**config.mk**
```make
export PLATFORM = sky130hd
export DESIGN_NAME = dcache_wt_dm
export DESIGN_NICKNAME = d
export VERILOG_FILES = /design/src/rtl/dcache_wt_dm_pkg.sv /design/src/rtl/dcache_wt_dm_array.sv /design/src/rtl/dcache_wt_dm.sv
export SDC_FILE = /design/constraint.sdc
export NUM_CORES = 2
export LEC_CHECK = 0
export ABC_AREA = 1
export CORE_AREA = 2 2 457 459
export CTS_CLUSTER_DIAMETER = 120
export CTS_CLUSTER_SIZE = 20
export DETAILED_ROUTE_END_ITERATION = 10
export DIE_AREA = 0 0 459 461
export GPL_ROUTABILITY_DRIVEN = 0
export PLACE_DENSITY = 0.72
export SYNTH_ARGS = -nofsm -noshare
export SYNTH_HDL_FRONTEND = slang
export SYNTH_HIERARCHICAL = 1
export SYNTH_SLANG_ARGS = --single-unit
```
**constraint.sdc**
```tcl
create_clock -name CLK -period 4.6 [get_ports CLK]
set_input_delay 0.92 -clock CLK [delete_from_list [all_inputs] [get_ports CLK]]
set_output_delay 0.92 -clock CLK [all_outputs]
set_load 0.01 [all_outputs]
```
**src/rtl/dcache_wt_dm_pkg.sv**
```systemverilog
// Shared FSM encoding and address-field width helpers for the write-through
// direct-mapped data cache.
package dcache_wt_dm_pkg;

    localparam int DC_LINES = 16;
    localparam int DC_WPL   = 4;

    typedef enum logic [1:0] {
        S_IDLE,
        S_REFILL,
        S_WRITE,
        S_WDONE
    } state_t;

    function automatic int ofs_w(input int wpl);
        return $clog2(wpl);
    endfunction

    function automatic int idx_w(input int lines);
        return $clog2(lines);
    endfunction

    function automatic int tag_w(input int lines, input int wpl);
        return 30 - $clog2(lines) - $clog2(wpl);
    endfunction

endpackage

```
**src/rtl/dcache_wt_dm_array.sv**
```systemverilog
// Purpose: valid/tag/data storage for the direct-mapped cache.
// Latency: combinational read port, writes take effect at the next core_clk edge.
// Backpressure: none; the controller sequences all writes.
module dcache_wt_dm_array
    import dcache_wt_dm_pkg::*;
#(
    parameter int  LINES = DC_LINES,
    parameter int  WPL   = DC_WPL,
    localparam int OFS_W = ofs_w(WPL),
    localparam int IDX_W = idx_w(LINES),
    localparam int TAG_W = tag_w(LINES, WPL)
) (
    input  logic             core_clk,
    input  logic             arst_n,
    input  logic [IDX_W-1:0] rd_idx,
    input  logic [OFS_W-1:0] rd_ofs,
    output logic             rd_line_vld,
    output logic [TAG_W-1:0] rd_tag,
    output logic [31:0]      rd_dat,
    input  logic             wr_vld,
    input  logic [IDX_W-1:0] wr_idx,
    input  logic [OFS_W-1:0] wr_ofs,
    input  logic [31:0]      wr_dat,
    input  logic             set_line_vld,
    input  logic [TAG_W-1:0] set_tag
);

    logic [LINES-1:0] valid_q;
    logic [TAG_W-1:0] tag_q  [LINES];
    logic [31:0]      data_q [LINES][WPL];

    assign rd_line_vld = valid_q[rd_idx];
    assign rd_tag      = tag_q[rd_idx];
    assign rd_dat      = data_q[rd_idx][rd_ofs];

    // Only the valid bits are reset; a line is never trusted until a full refill.
    always_ff @(posedge core_clk or negedge arst_n) begin
        if (!arst_n) begin
            valid_q <= '0;
        end else if (set_line_vld) begin
            valid_q[wr_idx] <= 1'b1;
        end
    end

    always_ff @(posedge core_clk) begin
        if (wr_vld) begin
            data_q[wr_idx][wr_ofs] <= wr_dat;
        end
        if (set_line_vld) begin
            tag_q[wr_idx] <= set_tag;
        end
    end

endmodule

```
**src/rtl/dcache_wt_dm.sv**
```systemverilog
// Purpose: direct-mapped write-through no-write-allocate data cache for the MEM stage.
// Latency: read hit 0 cycles; read miss WPL memory acks + 1; store 1 + N_mem + 1.
// Backpressure: cpu_stall holds the pipeline; memory side waits on one mem_ack per word.
module dcache_wt_dm
    import dcache_wt_dm_pkg::*;
#(
    parameter int LINES = DC_LINES,
    parameter int WPL   = DC_WPL
) (
    input  logic        CLK,
    input  logic        RESET,
    input  logic        cpu_read,
    input  logic        cpu_write,
    input  logic [31:0] cpu_addr,
    input  logic [31:0] cpu_wdata,
    output logic [31:0] cpu_rdata,
    output logic        cpu_stall,
    output logic        mem_req,
    output logic        mem_we,
    output logic [31:0] mem_addr,
    output logic [31:0] mem_wdata,
    input  logic [31:0] mem_rdata,
    input  logic        mem_ack
);

    localparam int OFS_W = ofs_w(WPL);
    localparam int IDX_W = idx_w(LINES);
    localparam int TAG_W = tag_w(LINES, WPL);
    localparam logic [OFS_W-1:0] LAST_WORD = OFS_W'(WPL - 1);

    state_t           state;
    logic [OFS_W-1:0] cnt;
    logic [OFS_W-1:0] cnt_nxt;
    logic [TAG_W-1:0] ref_tag;
    logic [IDX_W-1:0] ref_idx;

    logic [OFS_W-1:0] a_ofs;
    logic [IDX_W-1:0] a_idx;
    logic [TAG_W-1:0] a_tag;

    logic             line_vld;
    logic [TAG_W-1:0] line_tag;
    logic [31:0]      line_dat;
    logic             hit;
    logic             read_hit;
    logic             refill_wr;
    logic             store_hit;
    logic             arr_wr_vld;
    logic [IDX_W-1:0] arr_wr_idx;
    logic [OFS_W-1:0] arr_wr_ofs;
    logic [31:0]      arr_wr_dat;
    logic             arr_set_vld;
    logic             stall_raw;

    assign a_ofs   = cpu_addr[OFS_W+1:2];
    assign a_idx   = cpu_addr[IDX_W+OFS_W+1:OFS_W+2];
    assign a_tag   = cpu_addr[31:IDX_W+OFS_W+2];
    assign cnt_nxt = cnt + OFS_W'(1);

    dcache_wt_dm_array #(
        .LINES (LINES),
        .WPL   (WPL)
    ) u_array (
        .core_clk     (CLK),
        .arst_n       (RESET),
        .rd_idx       (a_idx),
        .rd_ofs       (a_ofs),
        .rd_line_vld  (line_vld),
        .rd_tag       (line_tag),
        .rd_dat       (line_dat),
        .wr_vld       (arr_wr_vld),
        .wr_idx       (arr_wr_idx),
        .wr_ofs       (arr_wr_ofs),
        .wr_dat       (arr_wr_dat),
        .set_line_vld (arr_set_vld),
        .set_tag      (ref_tag)
    );

    assign hit      = line_vld && (line_tag == a_tag);
    assign read_hit = (state == S_IDLE) && cpu_read && !cpu_write && hit;

    // Refill words come from the latched line; store hits patch the addressed word.
    assign refill_wr   = (state == S_REFILL) && mem_req && mem_ack;
    assign store_hit   = (state == S_IDLE) && cpu_write && hit;
    assign arr_wr_vld  = refill_wr || store_hit;
    assign arr_wr_idx  = refill_wr ? ref_idx   : a_idx;
    assign arr_wr_ofs  = refill_wr ? cnt       : a_ofs;
    assign arr_wr_dat  = refill_wr ? mem_rdata : cpu_wdata;
    assign arr_set_vld = refill_wr && (cnt == LAST_WORD);

    assign cpu_rdata = read_hit ? line_dat : 32'h0;

    always_comb begin
        stall_raw = 1'b0;
        case (state)
            S_IDLE:   stall_raw = cpu_write || (cpu_read && !hit);
            S_REFILL: stall_raw = 1'b1;
            S_WRITE:  stall_raw = 1'b1;
            S_WDONE:  stall_raw = 1'b0;
            default:  stall_raw = 1'b0;
        endcase
    end

    // Held low during reset so the pipeline is never frozen by stale array state.
    assign cpu_stall = RESET && stall_raw;

    always_ff @(posedge CLK or negedge RESET) begin
        if (!RESET) begin
            state     <= S_IDLE;
            cnt       <= '0;
            ref_tag   <= '0;
            ref_idx   <= '0;
            mem_req   <= 1'b0;
            mem_we    <= 1'b0;
            mem_addr  <= '0;
            mem_wdata <= '0;
        end else begin
            case (state)
                S_IDLE: begin
                    if (cpu_write) begin
                        mem_req   <= 1'b1;
                        mem_we    <= 1'b1;
                        mem_addr  <= {cpu_addr[31:2], 2'b00};
                        mem_wdata <= cpu_wdata;
                        state     <= S_WRITE;
                    end else if (cpu_read && !hit) begin
                        ref_tag  <= a_tag;
                        ref_idx  <= a_idx;
                        cnt      <= '0;
                        mem_req  <= 1'b1;
                        mem_we   <= 1'b0;
                        mem_addr <= {a_tag, a_idx, {OFS_W{1'b0}}, 2'b00};
                        state    <= S_REFILL;
                    end
                end
                S_REFILL: begin
                    if (mem_ack) begin
                        cnt      <= cnt_nxt;
                        mem_addr <= {ref_tag, ref_idx, cnt_nxt, 2'b00};
                        if (cnt == LAST_WORD) begin
                            mem_req <= 1'b0;
                            state   <= S_IDLE;
                        end
                    end
                end
                S_WRITE: begin
                    if (mem_ack) begin
                        mem_req <= 1'b0;
                        mem_we  <= 1'b0;
                        state   <= S_WDONE;
                    end
                end
                S_WDONE: begin
                    state <= S_IDLE;
                end
                default: begin
                    state <= S_IDLE;
                end
            endcase
        end
    end

endmodule

```
== Yosys cells after proc, flatten, opt, wreduce, memory -nomap -nowiden ==
Memory sizes are Yosys's and may differ from the RTL's.
Cells that the tools add are included.
Word-level totals
  flip-flop bits (word level): 114
  RAM bits: 2432
  input port bits: 101
  output and inout port bits: 99
  word-level logic and storage cells: 103
  memories kept: 2
Memories
  u_array.data_q: depth 16, bits a word 128, rd ports 1, clocked after Yosys merged registers in 0, wr ports 1, line dcache_wt_dm_array.sv:30  | logic [31:0] data_q [LINES][WPL];
  u_array.tag_q: depth 16, bits a word 24, rd ports 1, clocked after Yosys merged registers in 0, wr ports 1, line dcache_wt_dm_array.sv:29  | logic [TAG_W-1:0] tag_q [LINES];
Cells by class
  add/subtract/negate cells: 1
  magnitude comparators: 6
  eq/ne operators: 11
  mux-type cells: 41
  bitwise operators: 4
  reduce and logical (&&, ||, !) cells: 29
Operators with widths (number)
  2-to-1 mux 32 bit: 8
  2-to-1 mux 128 bit: 1
  binary-select mux 32 bit (select 2 bit): 1
  demux 32 bit (select 2 bit): 1
  case mux 32 bit (2 select lines): 1
  == test 24 bit: 1
  2-to-1 mux 2 bit: 9
  bitwise OR 16 bit: 1
  logical AND 1 bit: 13
  2-to-1 mux 1 bit: 12
  < comparator 4 x 5 -> 1 bit (second input constant): 2
  AND reduction 3 bit: 3
  case mux 2 bit (4 select lines): 1
  AND reduction 4 bit: 2
  == test 2 bit (second input constant): 3
  >= comparator 3 bit (second input constant): 2
  inequality test 2 bit (second input constant): 3
  NOT 2 -> 3 bit: 2
  case mux 1 bit (3 select lines): 2
  AND reduction 5 bit: 1
  binary-select mux 1 bit (select 4 bit): 1
  demux 1 bit (select 4 bit): 1
  >= comparator 4 x 1 -> 1 bit (second input constant): 1
  2-to-1 mux 4 bit: 1
  other kinds (15): 19

== Depth between registers and ports, before layout ==
  depth after elaboration: 10
  mapped depth: 23
  gate-level depth less buffers: 19

== Hierarchy ==
Netlist, hierarchy kept.
By module, submodules not included
  dcache_wt_dm_array: times used 1, cells each 7871, area an instance 97407.2 um^2, sequential area each 73430.4 um^2
  dcache_wt_dm: times used 1, cells each 776, area an instance 5466.5 um^2, sequential area each 2402.3 um^2

== Worst setup path after synthesis ==
No wires, ideal clock.
  path type: input-to-reg
  start: in cpu_addr[4]
  end: mem u_array/data_q[14][0] in the netlist's numbering, enable pin
  data arrival time: 4688 ps
  slack: -509 ps
  cell stages on the path: 17
  buffers on the path: 4
  cell sequence: inv_2 > buf_2 > buf_2 > buf_1 > nor2_1 > o221ai_1 > nand3_1 > nand2_1 > inv_1 > a21boi_0 > nand3_1 > nor2_1 > nand3_2 > o21ai_0 > nand3_1 > clkbuf_1 > nor2_1
On the way
  longest elaborated chain between the ends: 7
RTL lines
  start: declaration: line dcache_wt_dm.sv:14  | input logic [31:0] cpu_addr,
  memory read (16 x 24 bit)
  named net line_tag[23]: line dcache_wt_dm.sv:42  | logic [TAG_W-1:0] line_tag;
  == test 24 bit: line dcache_wt_dm.sv:79  | assign hit = line_vld && (line_tag == a_tag);
  logical AND 1 bit: line dcache_wt_dm.sv:79
  logical AND 1 bit: line dcache_wt_dm.sv:84  | assign store_hit = (state == S_IDLE) && cpu_write && hit;
  logical OR 1 bit: line dcache_wt_dm.sv:85  | assign arr_wr_vld = refill_wr || store_hit;
  named net arr_wr_vld: line dcache_wt_dm.sv:48  | logic arr_wr_vld;
  2-to-1 mux 1 bit: line dcache_wt_dm_array.sv:46  | if (wr_vld) begin
  2-to-1 mux 128 bit (implied by the code): line dcache_wt_dm_array.sv:47  | data_q[wr_idx][wr_ofs] <= wr_dat;
  end: declaration: line dcache_wt_dm_array.sv:30
The timed path passes the listed nets, and every way through them passes these cells. The select of a mux whose other input is x is not followed.

== Worst setup path in the final report ==
  start: in cpu_addr[4]
  end: out cpu_rdata[1]
On the way
  longest elaborated chain between the ends: 5
RTL lines
  memory read (16 x 24 bit)
  named net line_tag[21]: line dcache_wt_dm.sv:42
  == test 24 bit: line dcache_wt_dm.sv:79
  logical AND 1 bit: line dcache_wt_dm.sv:79
  logical AND 1 bit: line dcache_wt_dm.sv:80  | assign read_hit = (state == S_IDLE) && cpu_read && !cpu_write && hit;
  2-to-1 mux 32 bit: line dcache_wt_dm.sv:91  | assign cpu_rdata = read_hit ? line_dat : 32'h0;
  end: declaration: line dcache_wt_dm.sv:16  | output logic [31:0] cpu_rdata,
The timed path passes the listed nets, and every way through them passes these cells. The select of a mux whose other input is x is not followed.

==> impl_results.md <==
* Setup WS post-layout at -0.107 ns
* Register bit total from synthesis at 2544
* CTS tree: yes
* First-pass GRT wire length at 417000 um
* Cells after Synth at 8647
* Internal Pwr Total at 34.8 mW
* Critical Path AT at 3.79 ns
* Initial DRC Count at 9261
* Synthesis Warnings at 6
* Hold Path Class: primary input to asynchronous set/reset pin
* Fin crit share at 102%
* Clock-pin slew on the worst setup and hold paths at 0.08 ns
* Initial antenna violation count at 6
* Wirelength per Cell at 24.2 um
* CP Launch Point: cpu_addr[4]
* CTS Buf Count at 145
* Fill cells at 16300
* Synth cell types at 36
* Setup violators final at 17
* Layout cell share with drive strength beyond 1 at 9.42%
* Worst-case vdd ir drop at 0.000404 V
* Cell area after synthesis at 0.103 mm^2
* Filler-free cell count of the finished design at 11600
* Count leader, synth: nand2_1
* Placeable Area at 0.206 mm^2
* Row cnt at 167
* Violated checks: setup timing
* Area of the multi-input gates at 0.0250 mm^2
* Via density per instance at 6.00
* Number of synthesized flops with an enable pin at 2432
* Clock power share at 28.1%
* Worst flop-to-flop path startpoint: u_array/tag_q[10][21]$_DFFE_PP_
* CP Class: primary input to output pin
* Synth Flop Type: edfxtp_1
* Crit. End Element: output pin
* Port Buffers at 195
* Pre-Repair DR Iteration Count at 6
* Global route overflow at 0
* Fmax at 0.212 GHz
* Placed Cells at 11400
* CTS Sinks at 2544
* P_leak at 41.1 nW
* Ranking of synthesized cells by area: edfxtp_1, nand3_1, nand2_1
* Floorplan die width at 459 um
* Area after DPL at 0.112 mm^2
* Most frequent cells after synthesis: nand2_1, edfxtp_1, nand3_1, nor2_1, o21ai_0
* Slew Viols, Final at 0
* Routed WL at 282000 um
* CTS Buffer Depth at 3
* Setup TNS at -1.12 ns
* Vias post-DR at 69800
* Status: finished with violations
* Leading area contributor after synthesis: edfxtp_1
* Net Sw Frac at 25.4%
* CP Launch Type: primary input
* Tot GR Track Use at 26.3%
* Detail Route Antenna Nets at 0
* Sw Pwr at 11.8 mW
* Vias in the first global route at 67200
* Sequential cell area at 0.0758 mm^2
* Root Buffer Master: clkbuf_16
* Starting density of the core at 49.8%
* Final instance area at 0.117 mm^2
* Worst skew pair latency at 0.83 ns
* DP HPWL at 163000 um
* Fin. Hold Viols at 0
* Largest net degree at the start of global routing at 97
* Die area at 0.212 mm^2
* Comb pwr share at 12.5%
* Seq/Total Area, Yosys at 73.7%
* I/O pin cnt at 200
* Residual DRC at 0
* Area Overhead vs Synth at 13.4%
* Asr flop ratio synth at 4.40%
* RSZ-0062 raised after global routing: true
* Synth top area share at 71.0%
* Tmin final at 4.71 ns
* Nets at 8998
* H-tree depth at 4
* Register share of total power at 59.3%
* Max Cap Viol at 0
* Critical Path RT at 3.68 ns
* Worst hold slack at 0.313 ns
* Chip height at 461 um
* Clock Skew at 0.0539 ns
* Slew headroom at 18.4%
* Mapped Avg Cell Area at 11.9 um^2
* Reg-to-reg slack, setup at 1.20 ns
* Critical path peak fanout at 32
* Slew @ Worst Pin at 1.22 ns
* PD cells at 400 mW/mm^2
sequential cells by signal, summed over array words and instances (netlist names):
register / count
cnt: 2
ref_tag: 24
state: 2
u_array/data_q: 2048
u_array/tag_q: 384
mem_wdata: 32
u_array/valid_q: 16
mem_addr: 30
mem_req: 1
ref_idx: 4
mem_we: 1
worst max-delay path: stages:
cell and delay, ns:
buf_16 0.15, buf_16 0.15, buf_4 0.26, o21ai_0 0.16
o221ai_1 0.26, o211ai_1 0.16, nand2_1 0.22, inv_1 0.07
nand2_1 0.10, nand2_1 0.07, nor2_1 0.10, nand4_1 0.12
nor3_2 0.17, nand3_2 0.13, buf_12 0.18, nor2_2 0.15
dlygate4sd2_1 0.28
layout by cell type, fill, tap and decap left out, types with 8 or more instances in the layout:
cell,Yosys,final
dfrtp_1,112,112
o22ai_1,56,56
buf_4,72,279
clkdlybuf4s15_1,0,8
o21ai_2,0,8
buf_12,0,186
o211ai_1,17,17
mux2i_1,8,8
clkbuf_16,0,151
o21ai_1,33,29
a21oi_1,42,10
edfxtp_1,2432,2432
inv_2,11,8
nand2_1,2488,2483
or2_2,9,9
inv_1,123,123
clkbuf_1,221,34
dlygate4sd2_1,0,8
nand2_2,4,9
a21oi_4,0,32
o21ai_0,310,306
o221ai_1,40,40
clkbuf_2,0,17
nand3_1,1963,1957
nor2_4,0,82
nor2_2,0,21
clkdlybuf4s50_1,0,155
nor2_1,390,287
power groups by stage:
stage,logic (mW),clock network [mW],registers (mW)
2_1_floorplan,2.84,0,28.1
3_3_place_gp,5.57,0,28.1
3_5_place_dp,5.71,0,28.2
4_1_cts,5.74,13.3,27.6
5_1_grt,6.30,14.1,27.8
6_report,5.84,13.1,27.7
final timing paths:
check	cells after the start	end
setup / recovery	17	cpu_rdata[1]
hold / removal	2	ref_tag[6]$_DFFE_PN0P_
setup reg to reg	18	u_array/data_q[3][120]$_DFFE_PP_
hold reg to reg	2	u_array/valid_q[13]$_DFFE_PN0P_
max in group asynchronous	3	mem_wdata[13]$_DFFE_PN0P_
min in group CLK	2	u_array/valid_q[13]$_DFFE_PN0P_
layout make-up:
cell class	instances	share of cell area, %
Sequential cell	2544	65.0
Multi-Input combinational cell	5395	21.4
Timing Repair Buffer	666	6.70
Clock buffer	183	3.31
Tap cell	2704	2.90
Inverter	137	0.481
Clock inverter	11	0.142
Timing Repair inverter	2	0.0193
Antenna cell	6	0.0129
timing repair:
item | in CTS | in global routing
pin swaps | 2 | 4
cloned | 0 | 4
gates resized for setup | 50 | 78
endpoints found under the hold margin | 0 | 0
setup endpoints to repair | 33 | 33
hold buffers | 0 | 0
setup buffers | 0 | 6
metrics by stage:
stage,power (mW),setup WS (ns),util [%]
floorplan,31.0,-0.509,-
detailed placement,33.9,-0.405,54.4
global route,48.1,-0.244,56.5
finish,46.6,-0.107,56.5
CTS,46.7,0.00704,56.4
global placement,33.7,-0.303,54.4
logic make-up after synthesis:
kind of cell	share of synthesized area (%)
buffers and inverters	3.11
other	0.00365
XOR/XNOR	0.0681
multiplexers	0.0997
AO/OA/AOI/OAI	2.71
flip-flops	73.7
adder cells (fa/ha/maj)	0.0730
AND/OR/NAND/NOR	20.2
routing by layer:
metal	GRT usage (%)	part of all wire, %	wire length, um	vias to the layer above
met5	0	0.0092	26	-
met4	8.79	3.6	10000	4
met3	4.78	11	31000	595
met2	43.5	48	136000	3994
met1	35.2	37	105000	34200
li1	-	-	-	31000
Power figures use the tool's default switching activity.
